===== config.mk =====
export PLATFORM = sky130hd
export DESIGN_NAME = store_merge_unit
export DESIGN_NICKNAME = d
export VERILOG_FILES = /design/src/rtl/store_pkg.sv /design/src/rtl/store_merge_unit_lane_merge.sv /design/src/rtl/store_merge_unit.sv
export SDC_FILE = /design/constraint.sdc
export NUM_CORES = 1
export LEC_CHECK = 0
export BUFFER_PORTS_ARGS = -buffer_cell sky130_fd_sc_hd__buf_2
export CELL_PAD_IN_SITES_DETAIL_PLACEMENT = 0
export CELL_PAD_IN_SITES_GLOBAL_PLACEMENT = 1
export CORE_MARGIN = 2
export CORE_UTILIZATION = 40
export CTS_CLUSTER_DIAMETER = 30
export DETAILED_ROUTE_END_ITERATION = 16
export GPL_TIMING_DRIVEN = 1
export PLACE_DENSITY = 0.84
export SYNTH_ARGS = -nofsm -noshare
export SYNTH_HDL_FRONTEND = slang
export SYNTH_SLANG_ARGS = --single-unit

===== constraint.sdc =====
create_clock -name clk -period 2.4 [get_ports clk]
set_input_delay 0.48 -clock clk [delete_from_list [all_inputs] [get_ports clk]]
set_output_delay 0.48 -clock clk [all_outputs]
set_load 0.03 [all_outputs]

===== src/rtl/store_pkg.sv =====
// Shared store definitions: memow_ctrl size codes, store FSM states and the
// alignment rule used when STORE_MERGE_ALIGN_CHECK_EN is defined.
package store_pkg;

    localparam logic [1:0] SZ_WORD = 2'd0;
    localparam logic [1:0] SZ_BYTE = 2'd1;
    localparam logic [1:0] SZ_HALF = 2'd2;
    localparam logic [1:0] SZ_RSVD = 2'd3;

    typedef enum logic [2:0] {
        ST_IDLE  = 3'd0,
        ST_READ  = 3'd1,
        ST_MERGE = 3'd2,
        ST_WRITE = 3'd3,
        ST_DONE  = 3'd4
    } store_state_e;

    // Bytes are always aligned; halves need addr[0]=0, words need addr[1:0]=0.
    function automatic logic is_misaligned(input logic [1:0] sz, input logic [1:0] offset);
        logic bad;
        case (sz)
            SZ_HALF: bad = offset[0];
            SZ_WORD: bad = (offset != 2'b00);
            default: bad = 1'b0;
        endcase
        return bad;
    endfunction

endpackage


===== src/rtl/store_merge_unit_lane_merge.sv =====
// Little-endian sub-word lane merge: replaces one byte or half of the read
// word with store data, preserving every other bit.
module lane_merge
    import store_pkg::*;
(
    input  logic [31:0] i_rbuf,
    input  logic [15:0] i_wdata,
    input  logic [1:0]  i_size,
    input  logic [1:0]  i_offset,
    output logic [31:0] o_merged
);

    // Select the destination lane from the size code and the low address bits.
    always_comb begin
        o_merged = i_rbuf;
        case (i_size)
            SZ_BYTE: begin
                case (i_offset)
                    2'd0:    o_merged[7:0]   = i_wdata[7:0];
                    2'd1:    o_merged[15:8]  = i_wdata[7:0];
                    2'd2:    o_merged[23:16] = i_wdata[7:0];
                    2'd3:    o_merged[31:24] = i_wdata[7:0];
                    default: o_merged        = i_rbuf;
                endcase
            end
            SZ_HALF: begin
                if (i_offset[1]) begin
                    o_merged[31:16] = i_wdata;
                end else begin
                    o_merged[15:0] = i_wdata;
                end
            end
            default: o_merged = i_rbuf;
        endcase
    end

endmodule


===== src/rtl/store_merge_unit.sv =====
// Store back end: direct word writes, read-modify-write for byte/half stores,
// busy/done handshake. Optional alignment trap: STORE_MERGE_ALIGN_CHECK_EN.
module store_merge_unit
    import store_pkg::*;
#(
    parameter int MEM_LAT = 1,
    parameter int ADDR_W  = 32
) (
    input  logic              clk,
    input  logic              rst,
    input  logic              start,
    input  logic [1:0]        size,
    input  logic [ADDR_W-1:0] addr,
    input  logic [31:0]       wdata,
    output logic              busy,
    output logic              done,
    output logic              align_err,
    output logic [ADDR_W-1:0] mem_addr,
    output logic              mem_wr,
    output logic [31:0]       mem_wdata,
    input  logic [31:0]       mem_rdata
);

    localparam logic [2:0] LAT_W = 3'(MEM_LAT);

    store_state_e      r_state;
    store_state_e      w_next_state;
    logic [2:0]        r_cnt;
    logic [1:0]        r_size;
    logic [1:0]        r_offset;
    logic [15:0]       r_wdata_lo;
    logic [31:0]       r_rbuf;
    logic [31:0]       w_merged;
    logic              r_busy;
    logic              r_done;
    logic              r_mem_wr;
    logic [ADDR_W-1:0] r_mem_addr;
    logic [31:0]       r_mem_wdata;
    logic              w_accept;
    logic              w_read_last;
    logic              w_misaligned;

    assign w_accept    = (r_state == ST_IDLE) && start;
    assign w_read_last = (r_state == ST_READ) && (r_cnt == LAT_W);

`ifdef STORE_MERGE_ALIGN_CHECK_EN
    assign w_misaligned = is_misaligned(size, addr[1:0]);
`else
    assign w_misaligned = 1'b0;
`endif

    lane_merge u_lane_merge (
        .i_rbuf   (r_rbuf),
        .i_wdata  (r_wdata_lo),
        .i_size   (r_size),
        .i_offset (r_offset),
        .o_merged (w_merged)
    );

    // State register.
    always_ff @(posedge clk or negedge rst) begin
        if (!rst) begin
            r_state <= ST_IDLE;
        end else begin
            r_state <= w_next_state;
        end
    end

    // Next-state logic.
    always_comb begin
        w_next_state = r_state;
        case (r_state)
            ST_IDLE: begin
                if (start) begin
                    if (w_misaligned) begin
                        w_next_state = ST_DONE;
                    end else begin
                        case (size)
                            SZ_WORD: w_next_state = ST_WRITE;
                            SZ_BYTE: w_next_state = ST_READ;
                            SZ_HALF: w_next_state = ST_READ;
                            default: w_next_state = ST_DONE;
                        endcase
                    end
                end else begin
                    w_next_state = ST_IDLE;
                end
            end
            ST_READ: begin
                if (r_cnt == LAT_W) begin
                    w_next_state = ST_MERGE;
                end else begin
                    w_next_state = ST_READ;
                end
            end
            ST_MERGE: w_next_state = ST_WRITE;
            ST_WRITE: w_next_state = ST_DONE;
            ST_DONE:  w_next_state = ST_IDLE;
            default:  w_next_state = ST_IDLE;
        endcase
    end

    // Operand capture, read-latency counter and read/merge buffer.
    always_ff @(posedge clk or negedge rst) begin
        if (!rst) begin
            r_cnt      <= 3'd0;
            r_size     <= 2'd0;
            r_offset   <= 2'd0;
            r_wdata_lo <= 16'd0;
            r_rbuf     <= 32'd0;
        end else begin
            if (w_accept) begin
                r_size     <= size;
                r_offset   <= addr[1:0];
                r_wdata_lo <= wdata[15:0];
            end
            if ((r_state == ST_READ) && !w_read_last) begin
                r_cnt <= r_cnt + 3'd1;
            end else begin
                r_cnt <= 3'd0;
            end
            if (w_read_last) begin
                r_rbuf <= mem_rdata;
            end else if (r_state == ST_MERGE) begin
                r_rbuf <= w_merged;
            end
        end
    end

    // Moore outputs registered from the next state so they align with it.
    always_ff @(posedge clk or negedge rst) begin
        if (!rst) begin
            r_busy      <= 1'b0;
            r_done      <= 1'b0;
            r_mem_wr    <= 1'b0;
            r_mem_addr  <= {ADDR_W{1'b0}};
            r_mem_wdata <= 32'd0;
        end else begin
            r_busy   <= (w_next_state != ST_IDLE);
            r_done   <= (w_next_state == ST_DONE);
            r_mem_wr <= (w_next_state == ST_WRITE);
            if (w_accept) begin
                r_mem_addr <= {addr[ADDR_W-1:2], 2'b00};
            end
            if (w_accept && (w_next_state == ST_WRITE)) begin
                r_mem_wdata <= wdata;
            end else if (r_state == ST_MERGE) begin
                r_mem_wdata <= w_merged;
            end
        end
    end

`ifdef STORE_MERGE_ALIGN_CHECK_EN
    logic r_align_err;

    // Sticky trap flag; only reset clears it.
    always_ff @(posedge clk or negedge rst) begin
        if (!rst) begin
            r_align_err <= 1'b0;
        end else if (w_accept && w_misaligned) begin
            r_align_err <= 1'b1;
        end else begin
            r_align_err <= r_align_err;
        end
    end

    assign align_err = r_align_err;
`else
    assign align_err = 1'b0;
`endif

    assign busy      = r_busy;
    assign done      = r_done;
    assign mem_wr    = r_mem_wr;
    assign mem_addr  = r_mem_addr;
    assign mem_wdata = r_mem_wdata;

endmodule


# Word-level counts from Yosys, hierarchy flattened
# Cells that the tools add are included.
# totals
register_bits,123
input_bits,101
out_inout_bits,68
# classes
n_eq_ne,13
reduce_logical,12
add_sub_neg,1
muxes,15
# ops
cell,count
32-bit 2-to-1 mux,3
32-bit one-hot mux with 2 select lines,1
16-bit 2-to-1 mux,2
8-bit 2-to-1 mux,4
3-bit one-hot mux with 4 select lines,1
"3-bit by 2-bit == test with 1-bit output, second input constant",3
"2-bit == test, second input constant",4
"2-bit by 1-bit == test with 1-bit output, second input constant",3
"3-bit by 1-bit == test with 1-bit output, second input constant",2
3-bit 2-to-1 mux,2
3-bit one-hot mux with 2 select lines,1
1-bit logical AND,4
2-bit zero test,2
2-bit nonzero test,2
"3-bit by 1-bit adder with 3-bit output, second input constant",1
"3-bit == test, second input constant",1
3-bit zero test,1
3-bit nonzero test,1
2-bit 2-to-1 mux,1
2-bit OR reduction,1
1-bit zero test,1

# Longest topological paths before layout
# depth
ltp_word,8
mapped_depth,8
depth_no_buf,6

# By module
# From an unflattened synthesis, not the netlist that was laid out.
# unflattened
hier_cells,465
area_unflattened_um2,5764.3
# by_module_without_submodules
mod,seq_area_each_um2,area_per_inst_um2,cells_each,instances
store_merge_unit,3078.0,5208.7,402,1
lane_merge,0.0,555.5,63,1

# Worst setup path before layout
# No wires, ideal clock.
# synth_timing
path_kind,flip-flop to flip-flop
start,register r_size[0]
end,register r_mem_wdata[22] (netlist: mem_wdata[22])
path_stages_with_launch,7
path_buffers,0
arrival_ps,1746
setup_time_ps,124
path_slack_ps,530
path_cell_list,dfrtp_1 -> inv_1 -> ha_1 -> or3_4 -> o21ai_1 -> o22ai_1 -> a211o_1
# synth_between
elab_chain_cells,4
elab_cells_between_ends,5
# synth_rtl
element,line,rtl
"start, declared",store_merge_unit.sv:29,logic [1:0] r_size;
"start signal, assigned",store_merge_unit.sv:113,r_size <= size;
2-bit == test / 2-bit by 1-bit == test with 1-bit output (equally long branches),store_merge_unit_lane_merge.sv:16,case (i_size)
32-bit one-hot mux with 2 select lines (*),store_merge_unit_lane_merge.sv:16,
32-bit 2-to-1 mux (*),store_merge_unit.sv:147,end else if (r_state == ST_MERGE) begin
32-bit 2-to-1 mux (*),store_merge_unit.sv:145,if (w_accept && (w_next_state == ST_WRITE)) begin
"end signal, assigned",store_merge_unit.sv:146,r_mem_wdata <= wdata;
"end signal, assigned",store_merge_unit.sv:148,r_mem_wdata <= w_merged;
"end, declared",store_merge_unit.sv:38,logic [31:0] r_mem_wdata;
# Mark *: on every way between the ends. The rest lies on a longest branch, timed or not. The select of a mux whose other input is x is not followed.
# A chain may end at the register's enable or synchronous reset.

# Worst setup path after layout
# layout_timing
start,register r_size[0]
end,register r_rbuf[23]
# layout_between
elab_chain_cells,4
elab_cells_between_ends,5
# layout_rtl
element,line,rtl
2-bit == test / 2-bit by 1-bit == test with 1-bit output (equally long branches),store_merge_unit_lane_merge.sv:16,
32-bit one-hot mux with 2 select lines (*),store_merge_unit_lane_merge.sv:16,
32-bit 2-to-1 mux (*),store_merge_unit.sv:124,end else if (r_state == ST_MERGE) begin
32-bit 2-to-1 mux (*),store_merge_unit.sv:122,if (w_read_last) begin
"end signal, assigned",store_merge_unit.sv:123,r_rbuf <= mem_rdata;
"end signal, assigned",store_merge_unit.sv:125,r_rbuf <= w_merged;
"end, declared",store_merge_unit.sv:32,logic [31:0] r_rbuf;
# Marks and branches as above.

==> impl_metrics.csv <==
group,metric,value,unit
critical_path,crit_chain,"inv_1 -> ha_1 -> or3_4 -> o21ai_1 -> o22ai_1 -> a211o_1",
placement,io_buffer_count,165,
critical_path,slowest_stage,"ha_1",
routing,wire_per_inst,18.50,µm
floorplanning,die_h,121.8,µm
yosys,avgSynthCellArea,11.45,µm²
global_routing,grt_max_degree,55,
cts,numCtsBuffers,17,
power_and_ir_drop,p_leak,3.818,nW
global_routing,grt_first_pass_wirelength,24.76,mm
critical_path,critPathMaxFanout,8,
timing,setup_violations,0,
timing,hold_viol,0,
yosys,ys_warn_count,0,
cts,post_cts_resized,0,
timing,tightest_slew,0.6666,ns
power_and_ir_drop,pwr-share-seq,0.342,
yosys,synthMuxAreaShare,0.09736,
yosys,synth-edff-count,0,
timing,setup_tns,0,ns
finish,finish.instance_area,7176,µm²
cts,cts_tree,"built",
placement,pre_cts_ws,0.2105,ns
finish,final_common_cell,"buf_2",
finish,fin_nets,755,
yosys,synth-simple-area-share,0.1589,
finish,post_route_cells_drive_above_1_share,0.4012,
critical_path,path_class,"flop to flop",
global_routing,antenna_found_initial,1,
worst_hold_path,hold_class,"input pin to async pin",
routing,drt_iter0_markers,329,
cts,clockBufferDepth,2,
critical_path,arrival,2.52,ns
cts,hold_buffers,0,
floorplanning,die_w,121.8,µm
routing,first_pass_iters,5,
floorplanning,start_util,0.4047,
run_status,status,"complete, no violations",
critical_path,cpPeakStageDelay,0.38,ns
finish,post-route-util,0.5230,
yosys,synth_async_sr_flop_share,1.000,
cts,insertion_delay,0.42,ns
yosys,synth-compound-area-share,0.1395,
yosys,syn_area,5552,µm²
cts,clock_sinks,123,
power_and_ir_drop,p_clk_frac,0.241,
floorplanning,ios,169,
routing,via_per_inst,5.520,
yosys,synth_top_family_by_area,"simple AND/OR/NAND/NOR gates",
critical_path,cp.required,2.69,ns
routing,num_vias,4653,
power_and_ir_drop,p_switching,4.134,mW
run,drv_cap,0,
yosys,synthFlopType,"dfrtp_1",
timing,min_period,2.222,ns
global_routing,gr-total-overflow,0,
global_routing,grt_usage,0.2189,
critical_path,r2r_slack,0.18,ns
finish,final_cell_mix,"164 x buf_2, 123 x dfrtp_1, 56 x nand2_1",
power_and_ir_drop,p_total,10.48,mW
floorplanning,die_area,14840,µm²
finish,area_delta_synth_final,29.25,%
cts,cts_root_buf,"clkbuf_16",
power_and_ir_drop,peakVddDrop,0.0008060,V
cts,cts_setup_buffers,0,
placement,place_area,6593,µm²
yosys,synth_fa_ha_area_frac,0.009015,
power_and_ir_drop,cellInternalPower,6.344,mW
finish,fin_cells,843,
critical_path,cp-start-kind,"flop",
timing,fmax,450.0,MHz
timing,fin_worst_skew,0.01185,ns
floorplanning,rows,43,
timing,hold_slack,0.04110,ns
cts,h-tree-depth,4,
timing,finalWorstSetupSlack,0.1778,ns
yosys,synthDistinctLibCells,34,
placement,gp_congestion,0.8463,
routing,drcViolationCount,0,
yosys,synth_top_area_cell,"dfrtp_1",
placement,hpwl,10.91,mm
timing,maxSlewHeadroom,0.5526,
timing,min_period_over_period,0.9259,
power_and_ir_drop,swShare,0.3945,
routing,ant_nets,0,
global_routing,grt_pass1_vias,4699,
power_and_ir_drop,combPwrFrac,0.417,
routing,routed_wl,15.59,mm
timing,rsz0062_at_grt,"no",
yosys,ys_seq_area_frac,0.5544,
yosys,synthTopCellsByArea,"dfrtp_1 55%, mux2_2 9.7%, a211o_1 7.6%",
finish,diodes,0,
placement,post-place-cells,811,
timing,slew_viol_final,0,
yosys,synth_xor_area_frac,0.001578,
yosys,synthCells,485,
critical_path,end_kind,"flop",
power_and_ir_drop,p_per_area,1460,nW/µm²
yosys,ys_ff_latch,123,
yosys,synth_top_area_frac,0.5544,
floorplanning,core_area,13720,µm²
cts,clk_pin_slew,0.06,ns
## worst max-delay path, delay by kind of cell, from the launching register on
family,cells,cell delay [ns]
compound gates,3,0.92
fa+ha+maj,1,0.38
buf+inv,1,0.07
flops,1,0.36
simple gates,1,0.38
## sequential cells by signal, indices dropped and copies added, names as in the netlist
name	count
mem_wdata	32
mem_wr	1
done	1
mem_addr	30
r_cnt	3
r_size	2
r_offset	2
r_rbuf	32
busy	1
r_wdata_lo	16
r_state	3
## synthesized netlist by cell type, types with 2 or more instances
library cell / n
and2_1: 10
nor2_1: 7
buf_6: 2
a211o_1: 48
a21oi_1: 3
buf_4: 5
nand2_1: 56
inv_1: 4
nor2b_1: 2
o21ai_1: 3
o22ai_1: 24
nand3_1: 33
dfrtp_1: 123
nand2_2: 2
a22oi_1: 8
nor3b_2: 3
buf_2: 21
and3_1: 48
mux2_2: 48
a32oi_1: 8
o21ai_0: 3
clkbuf_1: 9
ha_1: 4
## logic make-up after synthesis
| group | after synthesis |
|---|---|
| DFF | 123 |
| muxes | 48 |
| other | 1 |
| and+or+nand+nor | 167 |
| AOI/OAI and AO/OA | 100 |
| adders and majority gates | 4 |
| buffers and inverters | 41 |
| xor gates and xnor gates | 1 |
## layout make-up
cell class              count  area [µm²]
well taps                 180       225.2
repair buffers            181       985.9
flip-flops and latches    123        3078
clock inverters             7       87.58
fillers                  1231        6544
inverters                   4       15.01
multi-input cells         323        2288
clock buffers              25       495.5
## per-layer routing
layer	global-route usage	part of all wire	wire length, µm	up-vias
met5	0	0.00032	5	-
met4	0.08980	0.024	367	2
met3	0.07865	0.10	1583	29
met1	0.2833	0.42	6529	2267
met2	0.3345	0.46	7107	238
li1	-	-	-	2117
## worst paths after layout
path                                  end           from  depth (start not counted)
max                            r_rbuf[23]      r_size[0]                          6
min                            r_rbuf[12]            rst                          1
max reg2reg                    r_rbuf[23]      r_size[0]                          6
min reg2reg                      r_cnt[0]       r_cnt[0]                          1
max in group asynchronous  r_wdata_lo[10]            rst                          2
min in group clk               r_rbuf[10]  mem_rdata[10]                          2
## power groups by stage
stage               Sequential (mW)  Clock [mW]  Combinational, mW
finish                         3.58        2.52               4.37
global route                   3.68        2.67               4.73
CTS                            3.58        2.56               4.41
detailed placement             3.58           0               4.39
global placement               3.55           0               4.29
floorplan                      4.38           0               2.21
No activity file was read; power rests on OpenSTA's default activity.
